--- src/rtl/noc_pkg.sv ---
// noc_pkg: shared types and header-field helpers for the local eject receiver.
package noc_pkg;
  localparam int NO_VC = 13;
  localparam int PHIT_SIZE = 16;
  localparam int VC_W = $clog2(NO_VC + 1);
  typedef enum logic {IDLE, BODY} vc_state_t;
  typedef struct packed {
    logic [PHIT_SIZE-1:0] data;
    logic [VC_W-1:0]      vc;
    logic                 first;
    logic                 last;
  } entry_t;
  function automatic int dest_lsb(int addr_place);
    return addr_place;
  endfunction
  function automatic int len_lsb(int addr_place, int addr_length);
    return addr_place + addr_length;
  endfunction
  function automatic logic [31:0] sat_inc(logic [31:0] c, logic en);
    return (en && c != '1) ? c + 32'd1 : c;
  endfunction
endpackage

--- src/rtl/phit_fifo.sv ---
// phit_fifo: first-word-fall-through FIFO with occupancy count, sync active-low reset.
module phit_fifo #(
  parameter int DEPTH = 4,
  parameter int WIDTH = 22
) (
  input  logic                       clk,
  input  logic                       i_rst_n,
  input  logic                       i_push,
  input  logic [WIDTH-1:0]           i_data,
  input  logic                       i_pop,
  output logic [WIDTH-1:0]           o_data,
  output logic                       o_empty,
  output logic [$clog2(DEPTH+1)-1:0] o_count
);
  localparam int PW = DEPTH > 1 ? $clog2(DEPTH) : 1;
  localparam int CW = $clog2(DEPTH + 1);
  logic [WIDTH-1:0] r_mem [DEPTH];
  logic [PW-1:0] r_wr, r_rd;
  logic [CW-1:0] r_count;
  assign o_data = r_mem[r_rd];
  assign o_empty = r_count == '0;
  assign o_count = r_count;
  always_ff @(posedge clk) begin
    if (i_push) r_mem[r_wr] <= i_data;
    if (!i_rst_n) begin
      r_wr <= '0;
      r_rd <= '0;
      r_count <= '0;
    end else begin
      if (i_push) r_wr <= (r_wr == PW'(DEPTH - 1)) ? '0 : r_wr + PW'(1);
      if (i_pop) r_rd <= (r_rd == PW'(DEPTH - 1)) ? '0 : r_rd + PW'(1);
      r_count <= r_count + CW'(i_push) - CW'(i_pop);
    end
  end
endmodule

--- src/rtl/local_eject_receiver.sv ---
// local_eject_receiver: router local-port sink; per-VC packet tracking, FWFT buffer, receive statistics.
module local_eject_receiver
  import noc_pkg::*;
#(
  parameter int no_vc = NO_VC,
  parameter int phit_size = PHIT_SIZE,
  parameter int flit_size = 1,
  parameter int buf_size = 4,
  parameter int addr_length = 8,
  parameter int addr_place_in_header = 0,
  parameter int len_field_bits = 8,
  parameter int my_addr = 0
) (
  input  logic                         clk,
  input  logic                         full_reset,
  input  logic [phit_size-1:0]         data_in,
  input  logic                         sent_req_in,
  input  logic                         new_in,
  input  logic [$clog2(no_vc+1)-1:0]   vc_no_in,
  output logic                         ready_out,
  output logic [phit_size-1:0]         pop_data,
  output logic [$clog2(no_vc+1)-1:0]   pop_vc,
  output logic                         pop_first,
  output logic                         pop_last,
  output logic                         pop_valid,
  input  logic                         pop_ready,
  input  logic                         report_reset,
  output logic [31:0]                  no_packet_recieve_report,
  output logic [31:0]                  misroute_report,
  output logic [31:0]                  proto_err_report,
  output logic                         busy
);
  localparam int D = buf_size * flit_size;
  localparam int CW = $clog2(D + 1);
  localparam int VW = $clog2(no_vc + 1);
  localparam int RW = len_field_bits + $clog2(flit_size + 1);
  localparam int DL = dest_lsb(addr_place_in_header);
  localparam int LL = len_lsb(addr_place_in_header, addr_length);
  vc_state_t r_state [no_vc];
  vc_state_t w_state_n [no_vc];
  logic [RW-1:0] r_rem [no_vc];
  logic [RW-1:0] w_rem_n [no_vc];
  logic r_ready;
  logic [31:0] r_pkt, r_mis, r_err;
  logic [CW-1:0] w_count, w_next_count;
  logic [len_field_bits-1:0] w_len;
  logic [RW-1:0] w_hdr_rem;
  logic [VW-1:0] w_idx;
  logic w_vc_ok, w_acc, w_hdr, w_body, w_push, w_pop, w_last, w_proto, w_mis, w_empty, w_any_body;
  vc_state_t w_cur;
  entry_t w_entry, w_head;
  assign w_acc = sent_req_in && ready_out;
  assign w_vc_ok = int'(vc_no_in) < no_vc;
  assign w_idx = w_vc_ok ? vc_no_in : '0;
  assign w_cur = r_state[w_idx];
  assign w_len = data_in[LL +: len_field_bits];
  // A zero length field is treated as a one-flit packet.
  assign w_hdr_rem = RW'((w_len == '0 ? 1 : int'(w_len)) * flit_size - 1);
  assign w_hdr = w_acc && w_vc_ok && new_in;
  assign w_body = w_acc && w_vc_ok && !new_in && w_cur == BODY;
  assign w_push = w_hdr || w_body;
  assign w_last = new_in ? w_hdr_rem == '0 : r_rem[w_idx] == RW'(1);
  assign w_proto = w_acc && (!w_vc_ok || (new_in == (w_cur == BODY)));
  assign w_mis = w_hdr && data_in[DL +: addr_length] != addr_length'(my_addr);
  assign w_pop = pop_valid && pop_ready;
  assign w_next_count = w_count + CW'(w_push) - CW'(w_pop);
  assign w_entry = '{data: data_in, vc: vc_no_in, first: new_in, last: w_last};
  always_comb begin
    w_state_n = r_state;
    w_rem_n = r_rem;
    w_any_body = 1'b0;
    if (w_push) begin
      w_state_n[w_idx] = w_last ? IDLE : BODY;
      w_rem_n[w_idx] = w_hdr ? w_hdr_rem : r_rem[w_idx] - RW'(1);
    end
    for (int i = 0; i < no_vc; i++) w_any_body = w_any_body || r_state[i] == BODY;
  end
  always_ff @(posedge clk) begin
    if (!full_reset) begin
      for (int i = 0; i < no_vc; i++) r_state[i] <= IDLE;
      for (int i = 0; i < no_vc; i++) r_rem[i] <= '0;
      r_ready <= 1'b0;
      r_pkt <= '0;
      r_mis <= '0;
      r_err <= '0;
    end else begin
      r_state <= w_state_n;
      r_rem <= w_rem_n;
      r_ready <= w_next_count < CW'(D);
      // Clearing wins over an increment landing in the same cycle.
      r_pkt <= report_reset ? '0 : sat_inc(r_pkt, w_push && w_last);
      r_mis <= report_reset ? '0 : sat_inc(r_mis, w_mis);
      r_err <= report_reset ? '0 : sat_inc(r_err, w_proto);
    end
  end
  phit_fifo #(.DEPTH(D), .WIDTH($bits(entry_t))) u_fifo (
    .clk(clk),
    .i_rst_n(full_reset),
    .i_push(w_push),
    .i_data(w_entry),
    .i_pop(w_pop),
    .o_data(w_head),
    .o_empty(w_empty),
    .o_count(w_count)
  );
  assign ready_out = r_ready;
  assign pop_valid = !w_empty;
  assign pop_data = w_head.data;
  assign pop_vc = w_head.vc;
  assign pop_first = w_head.first;
  assign pop_last = w_head.last;
  assign no_packet_recieve_report = r_pkt;
  assign misroute_report = r_mis;
  assign proto_err_report = r_err;
  assign busy = pop_valid || w_any_body;
endmodule
--- config.mk ---
export PLATFORM = sky130hd
export DESIGN_NAME = local_eject_receiver
export DESIGN_NICKNAME = d
export VERILOG_FILES = /design/src/rtl/noc_pkg.sv /design/src/rtl/phit_fifo.sv /design/src/rtl/local_eject_receiver.sv
export SDC_FILE = /design/constraint.sdc
export NUM_CORES = 1
export LEC_CHECK = 0
export ABC_AREA = 1
export CORE_ASPECT_RATIO = 0.7
export CORE_UTILIZATION = 59
export CTS_BUF_LIST = sky130_fd_sc_hd__clkbuf_16
export DETAILED_ROUTE_END_ITERATION = 12
export DONT_BUFFER_PORTS = 1
export HOLD_SLACK_MARGIN = 0.05
export PLACE_DENSITY_LB_ADDON = 0.05
export SLEW_MARGIN = 10
export SYNTH_ARGS = -nofsm -noshare
export SYNTH_HDL_FRONTEND = slang
export SYNTH_HIERARCHICAL = 1
export SYNTH_SLANG_ARGS = --single-unit
--- constraint.sdc ---
create_clock -name clk -period 3.1 [get_ports clk]
set_input_delay 0.31 -clock clk [delete_from_list [all_inputs] [get_ports clk]]
set_output_delay 0.31 -clock clk [all_outputs]
set_load 0.02 [all_outputs]
* Word level (Yosys, flattened, before mapping)
Memory sizes are Yosys's and may differ from the RTL's. A register that Yosys moved wholly into a read port is not among the register bits.
Cells that the tools add are included.
** Word-level totals
- Flip-flop bits (word level) :: 234
- Bits in writable memories :: 88
- Word-level logic and storage cells :: 115
- Output and inout bits :: 121
- Memories :: 1
- Input port bits :: 26
** Memories
- u_fifo.r_mem :: depth 4, bits a word 22, read ports 1, clocked after Yosys merged registers in 1, write ports 1, line phit_fifo.sv:17 : logic [WIDTH-1:0] r_mem [DEPTH];
** Operators by class
- Magnitude comparators :: 4
- Reductions and logical operators :: 36
- Add/subtract/negate cells :: 9
- Eq/ne operators :: 7
- Multiplexer cells :: 23
- Bitwise operators :: 2
** Operator list (number)
- $bwmux W117 :: 1
- $add A32 B1 Y32 const B :: 3
- $ne A32 B32 Y1 const B :: 3
- $bmux W9 S4 :: 1
- $demux W9 S4 :: 1
- $mux W9 :: 4
- $logic_or A1 B1 Y1 :: 15
- $bwmux W13 :: 1
- $logic_and A1 B1 Y1 :: 13
- $eq A9 B1 Y1 const B :: 1
- $logic_not A9 Y1 :: 1
- $sub A8 B1 Y9 const B :: 1
- $sub A9 B1 Y9 const B :: 1
- $logic_not A8 Y1 :: 1
- $mux W2 :: 4
- $mux W8 :: 1
- $reduce_bool A8 Y1 :: 1
- $mux W1 :: 7
- $ge A5 B5 Y1 const B :: 1
- $lt A5 B1 Y1 const B :: 1
- $not A4 Y5 :: 1
- $add A2 B1 Y2 const B :: 2
- $bmux W1 S4 :: 1
- $demux W1 S4 :: 1
- 11 further kinds :: 14

* Longest topological paths before layout
- Depth in word-level cells :: 13
- Gate-level depth with buffers :: 22
- Mapped depth without buffers :: 20

* By module
The synthesis kept the hierarchy.
** Modules (own cells, without submodules)
- local_eject_receiver :: area each 13046.3 sq um, instances 1, cells each 2025, sequential area each 4544.4 sq um
- phit_fifo :: area each 3998.8 sq um, instances 1, cells each 315, sequential area each 2822.7 sq um

* Worst setup path before layout
No wires, ideal clock.
- Kind :: input to register
- From :: input vc_no_in[1]
- To :: register r_ready, in the netlist ready_out
- Cell stages on the path :: 17
- Buffers on the path :: 3
- Slack :: 469 ps
- Data required time :: 3030 ps
- Data arrival time :: 2561 ps
- Library setup time :: 70 ps
- Path through :: buf_4 -> nor2_2 -> nand2_1 -> clkinv_1 -> a21boi_0 -> o21ai_1 -> nand4_1 -> nand2_2 -> buf_6 -> buf_2 -> inv_1 -> ha_1 -> inv_1 -> ha_1 -> a31oi_1 -> o21ai_0 -> a21oi_1
** On the way
- Cells in the longest elaborated chain, start to end :: 11
- Elaborated cells on any way between the ends :: 14
- Classes of those cells :: add/sub: 2; order compare: 2; mux: 4; bitwise: 1; reduce/logical: 5
** RTL lines
- start, declared :: line local_eject_receiver.sv:19 : input logic [$clog2(no_vc+1)-1:0] vc_no_in,
- $lt A4 B4 Y1 :: line local_eject_receiver.sv:53 : assign w_vc_ok = int'(vc_no_in) < no_vc;
- $mux W4 :: line local_eject_receiver.sv:54 : assign w_idx = w_vc_ok ? vc_no_in : '0;
- $not A4 Y5 (implied by the code) :: line local_eject_receiver.sv:55 : assign w_cur = r_state[w_idx];
- $bmux W1 S4 :: line local_eject_receiver.sv:55
- $mux W1 (implied by the code) (2 in series) :: line local_eject_receiver.sv:55
- $logic_and A1 B1 Y1 :: line local_eject_receiver.sv:60 : assign w_body = w_acc && w_vc_ok && !new_in && w_cur == BODY;
- $logic_or A1 B1 Y1 (*) :: line local_eject_receiver.sv:61 : assign w_push = w_hdr || w_body;
- named net w_push :: line local_eject_receiver.sv:49 : logic w_vc_ok, w_acc, w_hdr, w_body, w_push, w_pop, w_last, w_proto, w_mis, w_empty, w_any_body;
- $add A3 B1 Y3 (*) :: line local_eject_receiver.sv:66 : assign w_next_count = w_count + CW'(w_push) - CW'(w_pop);
- $sub A3 B1 Y3 (*) :: line local_eject_receiver.sv:66
- $lt A3 B3 Y1 (*) :: line local_eject_receiver.sv:89 : r_ready <= w_next_count < CW'(D);
- end signal, assigned :: line local_eject_receiver.sv:89
- end, declared :: line local_eject_receiver.sv:43 : logic r_ready;
The timed path passes the listed nets; every way through them passes the cells marked *. The select of a mux whose other input is x is not followed.
A chain may end at the register's enable or synchronous reset.

* Final worst setup path
- From :: register r_ready, in the netlist ready_out
- To :: register r_mis[14], in the netlist misroute_report[14]
** On the way
- Cells in the longest elaborated chain, start to end :: 5
** RTL lines
- $logic_and A1 B1 Y1 :: line local_eject_receiver.sv:52 : assign w_acc = sent_req_in && ready_out;
- $logic_and A1 B1 Y1 (2 in series) :: line local_eject_receiver.sv:59 : assign w_hdr = w_acc && w_vc_ok && new_in;
- $logic_and A1 B1 Y1 :: line local_eject_receiver.sv:64 : assign w_mis = w_hdr && data_in[DL +: addr_length] != addr_length'(my_addr);
- $logic_and A1 B1 Y1 :: line noc_pkg.sv:20 : return (en && c != '1) ? c + 32'd1 : c;
- end signal, assigned :: line local_eject_receiver.sv:92 : r_mis <= report_reset ? '0 : sat_inc(r_mis, w_mis);
- end, declared :: line local_eject_receiver.sv:44 : logic [31:0] r_pkt, r_mis, r_err;
No other way between the ends.

==> qor.csv <==
stage;metric;value;unit
grt;grt_use_met3;6.69;%
clock_tree;cts_max_path_buffers;3;
clock_tree;cts_tree;built;
timing;setup_viol;0;
route;viasPerCell;5.65;
timing;period_needed;2.89;ns
logic_synthesis;synth_area_per_cell;7.28;µm²
logic_synthesis;synth_top_area_cell;dfxtp_1;
setup_path;arrival;3.39;ns
route;avgRoutedWirePerCell;17.2;µm
layout;num-fill-cells;2477;
setup_path;r2r-end;misroute_report[14];
route;wirelength;47300;µm
floorplanning;die_width;205;µm
route;drc;0;
grt;grt_use_met1;46.9;%
grt;use_met2;47.1;%
route;num_vias;15493;
setup_path;crit_required;3.60;ns
floorplanning;coreArea;28100;µm²
pwr;total_leakage_power;7.67;nW
setup_path;cp_num_buf_inv;4;
setup_path;critPathMaxStageDelay;0.49;ns
route;ant_nets;0;
clock_tree;root_buffer;clkbuf_16;
run;maxCapViolCount;0;
clock_tree;clkSlewWorstSetupHoldPaths;0.07;ns
clock_tree;cts_buffers;31;
setup_path;reg2reg_slack;0.21;ns
grt;track_usage;31.8;%
setup_path;reg2regPathDepth;10;
logic_synthesis;synth_seq_cells;324;
logic_synthesis;synth-edff-count;88;
layout;diodes;0;
grt;grt_antenna_before_repair;0;
clock_tree;cts_hold_buf;22;
layout;final_cells;2744;
setup_path;critPathCapture;misroute_report[14];
setup_path;crit_type;reg2reg;
setup_path;cp-startpoint;ready_out;
placement;dp.cells;2665;
grt;grt-ovfl-total;0;
timing;finClkSkew;0.0114;ns
pwr;total_power;10.2;mW
logic_synthesis;yosysSeqAreaShare;43.2;%
timing;fin_setup_tns;0;ns
setup_path;cp_cell_sequence;nand2_1 > nor3_4 > inv_2 > a21oi_1 > nand2_1 > buf_4 > inv_1 > buf_4 > nand2_1 > a21oi_1;
logic_synthesis;syn_area;17000;µm²
grt;grt_pass1_vias;13949;
grt;grt_max_degree;89;
floorplanning;die_height;144;µm
setup_path;cp_slowest_cell;dfxtp_1;
timing;tightest_slew;0.679;ns
layout;layout_commonest_cell;nand2_1;
logic_synthesis;synth_top_area_share;27.7;%
clock_tree;clk_latency;0.58;ns
logic_synthesis;ys_types;46;
timing;fmax;346;MHz
pwr;ir_drop;0.392;mV
layout;drive_gt1_share;7.92;%
setup_path;cp_max_fo;12;
layout;nNetsFinal;2392;
grt;top_usage_layer;met2;
run_status;status;complete, no violations;
timing;rsz0062_at_grt;no;
timing;relSlewSlack;54.7;%
clock_tree;cts_num_sinks;324;
logic_synthesis;synth_ff_type;dfxtp_1;
route;drtIter0Drc;1325;
timing;fin_crit_sh;93.3;%
logic_synthesis;yosys_warnings;6;
layout;synthToLayoutAreaGrowth;9.72;%
placement;gp_congestion;0.921;
pwr;power_density;543;nW/µm²
floorplanning;fp-row-count;51;
setup_path;crit_top_cell;nand2_1;
setup_path;r2r-start;ready_out;
placement;io_buffers;0;
floorplanning;ioPinCount;147;
logic_synthesis;ys_top_cells_by_area;dfxtp_1, edfxtp_1, nand2_1, nor2_1, inv_1;
clock_tree;ctsResizeCount;0;
floorplanning;dieArea;29600;µm²
layout;final_cell_mix;nand2_1, nor2_1, inv_1;
setup_path;end_kind;flop;
timing;hold_violations;0;
grt;grt_pass1_wl;74800;µm
logic_synthesis;syn_nets;2383;
logic_synthesis;postSynth.asyncResetShare;0;%
timing;maxSlewViolCount;0;
clock_tree;postCtsSetupBuffers;0;
min_path;hold_class;in2reg;
setup_path;crit_cells;10;
setup_path;startpoint_type;flop;
floorplanning;start_util;60.7;%
clock_tree;htreeDepth;1;
setup_path;path_delay_family;buffers and inverters;
placement;dp_hpwl;31700;µm
logic_synthesis;syn_inst;2340;
route;drtPass1Iterations;5;
layout;post-route-util;66.6;%
through the flow:
stage / cell area, µm² / hold slack, ns / setup slack, ns
3_5_place_dp: 17400 / 0.409 / 0.0903
3_3_place_gp: 17400 / 0.409 / 0.187
6_report: 18700 / 0.0911 / 0.207
5_1_grt: 18700 / 0.103 / 0.0754
2_1_floorplan: 17000 / 0.408 / 0.469
4_1_cts: 18700 / 0.0724 / 0.242
logic make-up after synthesis:
group                    synth area share (%)
XOR/XNOR                                 4.32
AND/OR/NAND/NOR                          30.7
adder cells (fa/ha/maj)                  1.29
buffers and inverters                    9.36
flip-flops                               43.2
AO/OA/AOI/OAI                            11.1
cell usage after synthesis (16+ instances only):
master,n
nor3_1,52
inv_1,231
xnor2_1,17
a21oi_1,170
buf_2,37
nor4_1,22
o21ai_0,121
o211ai_2,18
dfxtp_1,236
nand3_1,128
clkbuf_1,50
ha_1,16
nand4_1,93
edfxtp_1,88
nor2_1,273
nand2_1,611
xor2_1,67
registers in the layout, summed over array words and instances, names as in the netlist, named ones only:
name,count
r_rem,117
u_fifo/r_mem,88
misroute_report,32
no_packet_recieve_report,32
proto_err_report,32
r_state,13
u_fifo/o_count,3
u_fifo/r_rd,2
u_fifo/r_wr,2
ready_out,1
worst min-delay path by stage:
stage / cells after the start / from / to / slack (ns)
floorplan: 2 / full_reset / u_fifo/o_count[0] / 0.41
global placement: 0 / data_in[2] / u_fifo/r_mem[1][8] / 0.41
detailed placement: 0 / data_in[5] / u_fifo/r_mem[0][11] / 0.41
CTS: 4 / report_reset / misroute_report[3] / 0.07
global route: 4 / report_reset / misroute_report[3] / 0.10
finish: 4 / report_reset / misroute_report[10] / 0.09
cell type report:
type	count	area, µm²	area share [%]
multi-input combinational	1652	8080	43.2
timing repair buffer	96	843	4.51
clock inverter	26	248	1.32
sequential	324	7370	39.4
tap	371	464	2.48
inverter	244	918	4.91
clock buffer	31	776	4.15
worst register-to-register path: cells and delay by family (launching register included):
kind	cells	cell delay, ns
simple gates	4	0.92
compound gates	2	0.48
buf+inv	4	0.94
flops	1	0.49
routing by layer:
metal	vias to the layer above	part of all wire, %
met5	-	0
met4	0	2.3
met3	73	8.8
met2	593	43
met1	7186	46
li1	7641	-
power by group:
group	leakage, nW	switching (mW)	total [mW]	internal [mW]
Combinational	4.45	1.22	1.65	0.432
Sequential	2.70	0.151	4.61	4.46
Clock	0.524	1.67	3.90	2.22
Note: power is estimated with default switching activity, not from simulation.
==> RTL change (config.mk and constraints unchanged) <==
The parameter `buf_size` goes from 4 to 2.
--- a/src/rtl/local_eject_receiver.sv
+++ b/src/rtl/local_eject_receiver.sv
@@ -5,7 +5,7 @@
   parameter int no_vc = NO_VC,
   parameter int phit_size = PHIT_SIZE,
   parameter int flit_size = 1,
-  parameter int buf_size = 4,
+  parameter int buf_size = 2,
   parameter int addr_length = 8,
   parameter int addr_place_in_header = 0,
   parameter int len_field_bits = 8,
Check against the original RTL: not equivalent (a bounded check fails within 4 cycles, from zero or initial values and one cycle with full_reset low).
==> RTL change against the original RTL <==
  * Cell area fell by 14%
  * Wire length is 8.5% lower
  * Sequential cell count shrank 48
  * Synthesized area is 14% lower
  * Worst setup slack gained 6.9 ps
  * Hold slack improved by 2.3 ps
  * Global-route usage up 2.0 points
  * Via count shrank 8.4%
  * Total power fell by 19%
  * Largest cell class unchanged
==> RTL change: results (changes against the original RTL) <==
[synthesis]
syn_area_per_cell_um2=6.88  ; -5.5%
ys_types=39  ; -15%

[global_route]
grt_use_total=0.338  ; +0.0200
grt_max_degree=81  ; -9.0%
first_global_vias=12900  ; -7.5%
grt_pass1_wl_um=68900  ; -7.9%

[setup_path]
slowest_delay_ps=460  ; -30 ps
path_max_fanout=10  ; -2

[final_layout]
ff_latch_area_um2=5970  ; -19%
fin_nets=2170  ; -9.3%
largest_registers=r_rem (117), u_fifo/r_mem (44)

[place]
place_area_um2=15000  ; -14%
preCtsSetupSlack_ps=184  ; +93.7 ps
place_hpwl_um=29100  ; -8.1%
place_inst=2401  ; -9.9%

[power_and_ir_drop]
p_leak_uw=0.00658  ; -14%
p_seq_frac=0.466  ; +0.012
p_switching_uw=2310  ; -24%
internal-power_uw=5890  ; -17%
ir_worst_vdd_v=0.000492  ; +25%

[drt]
first_iter_violations=1529  ; +15%
firstDrtPassIters=7  ; +2

[outcome]
run_status=completed

[clock_tree]
insertion_delay_ps=560  ; -20 ps
cts_buffers=27  ; -13%

-- RTL change: cell types whose count changed after synthesis, moves of 19 or more --
| cell | before | now |
|---|---|---|
| o21ai_0 | 121 | 96 |
| inv_1 | 231 | 212 |
| mux2_2 | 0 | 22 |
| nand4_1 | 93 | 59 |
| edfxtp_1 | 88 | 44 |
| nor2_1 | 273 | 245 |
-- RTL change: worst max-delay path: cells and delay by family (launching register included) --
kind / cells / cell delay [ps]
compound gates: 1 / 160
buf+inv: 3 / 480
flops: 1 / 460
simple gates: 10 / 1670
-- RTL change: worst paths after layout --
path,from,endpoint,slack [ps],cells after the start
setup / recovery,ready_out$_SDFF_PN0_,misroute_report[21]$_SDFFE_PP0P_,210,14
hold / removal,pop_ready,flop,90,4
setup reg to reg,ready_out$_SDFF_PN0_,misroute_report[21]$_SDFFE_PP0P_,210,14
hold reg to reg,r_rem[100]$_SDFFE_PN0P_,r_rem[100]$_SDFFE_PN0P_,450,2
-- RTL change: kinds of logic after synthesis --
kind of cell,count (synthesis),share of synthesized area
DFF,276,0.408
buffers and inverters,323,0.0924
xor gates and xnor gates,66,0.0396
muxes,22,0.0170
AOI/OAI and AO/OA,272,0.0956
adders and majority gates,10,0.00857
and+or+nand+nor,1154,0.338
-- RTL change: layout make-up --
type,instances,area share
clock buffers,29,0.0451
clock inverters,20,0.00832
inverters,224,0.0522
multi-input cells,1524,0.454
flip-flops and latches,276,0.371
well taps,318,0.0247
repair buffers,81,0.0454
-- RTL change: metal layers --
metal / up-vias / part of all wire / GRT usage / wire, um
li1: 6881 / - / - / -
met1: 6591 / 0.45 / 0.488 / 19500
met5: - / 0 / 0 / 0
met3: 81 / 0.092 / 0.0645 / 3970
met2: 638 / 0.43 / 0.514 / 18700
met4: 0 / 0.026 / 0.0905 / 1120
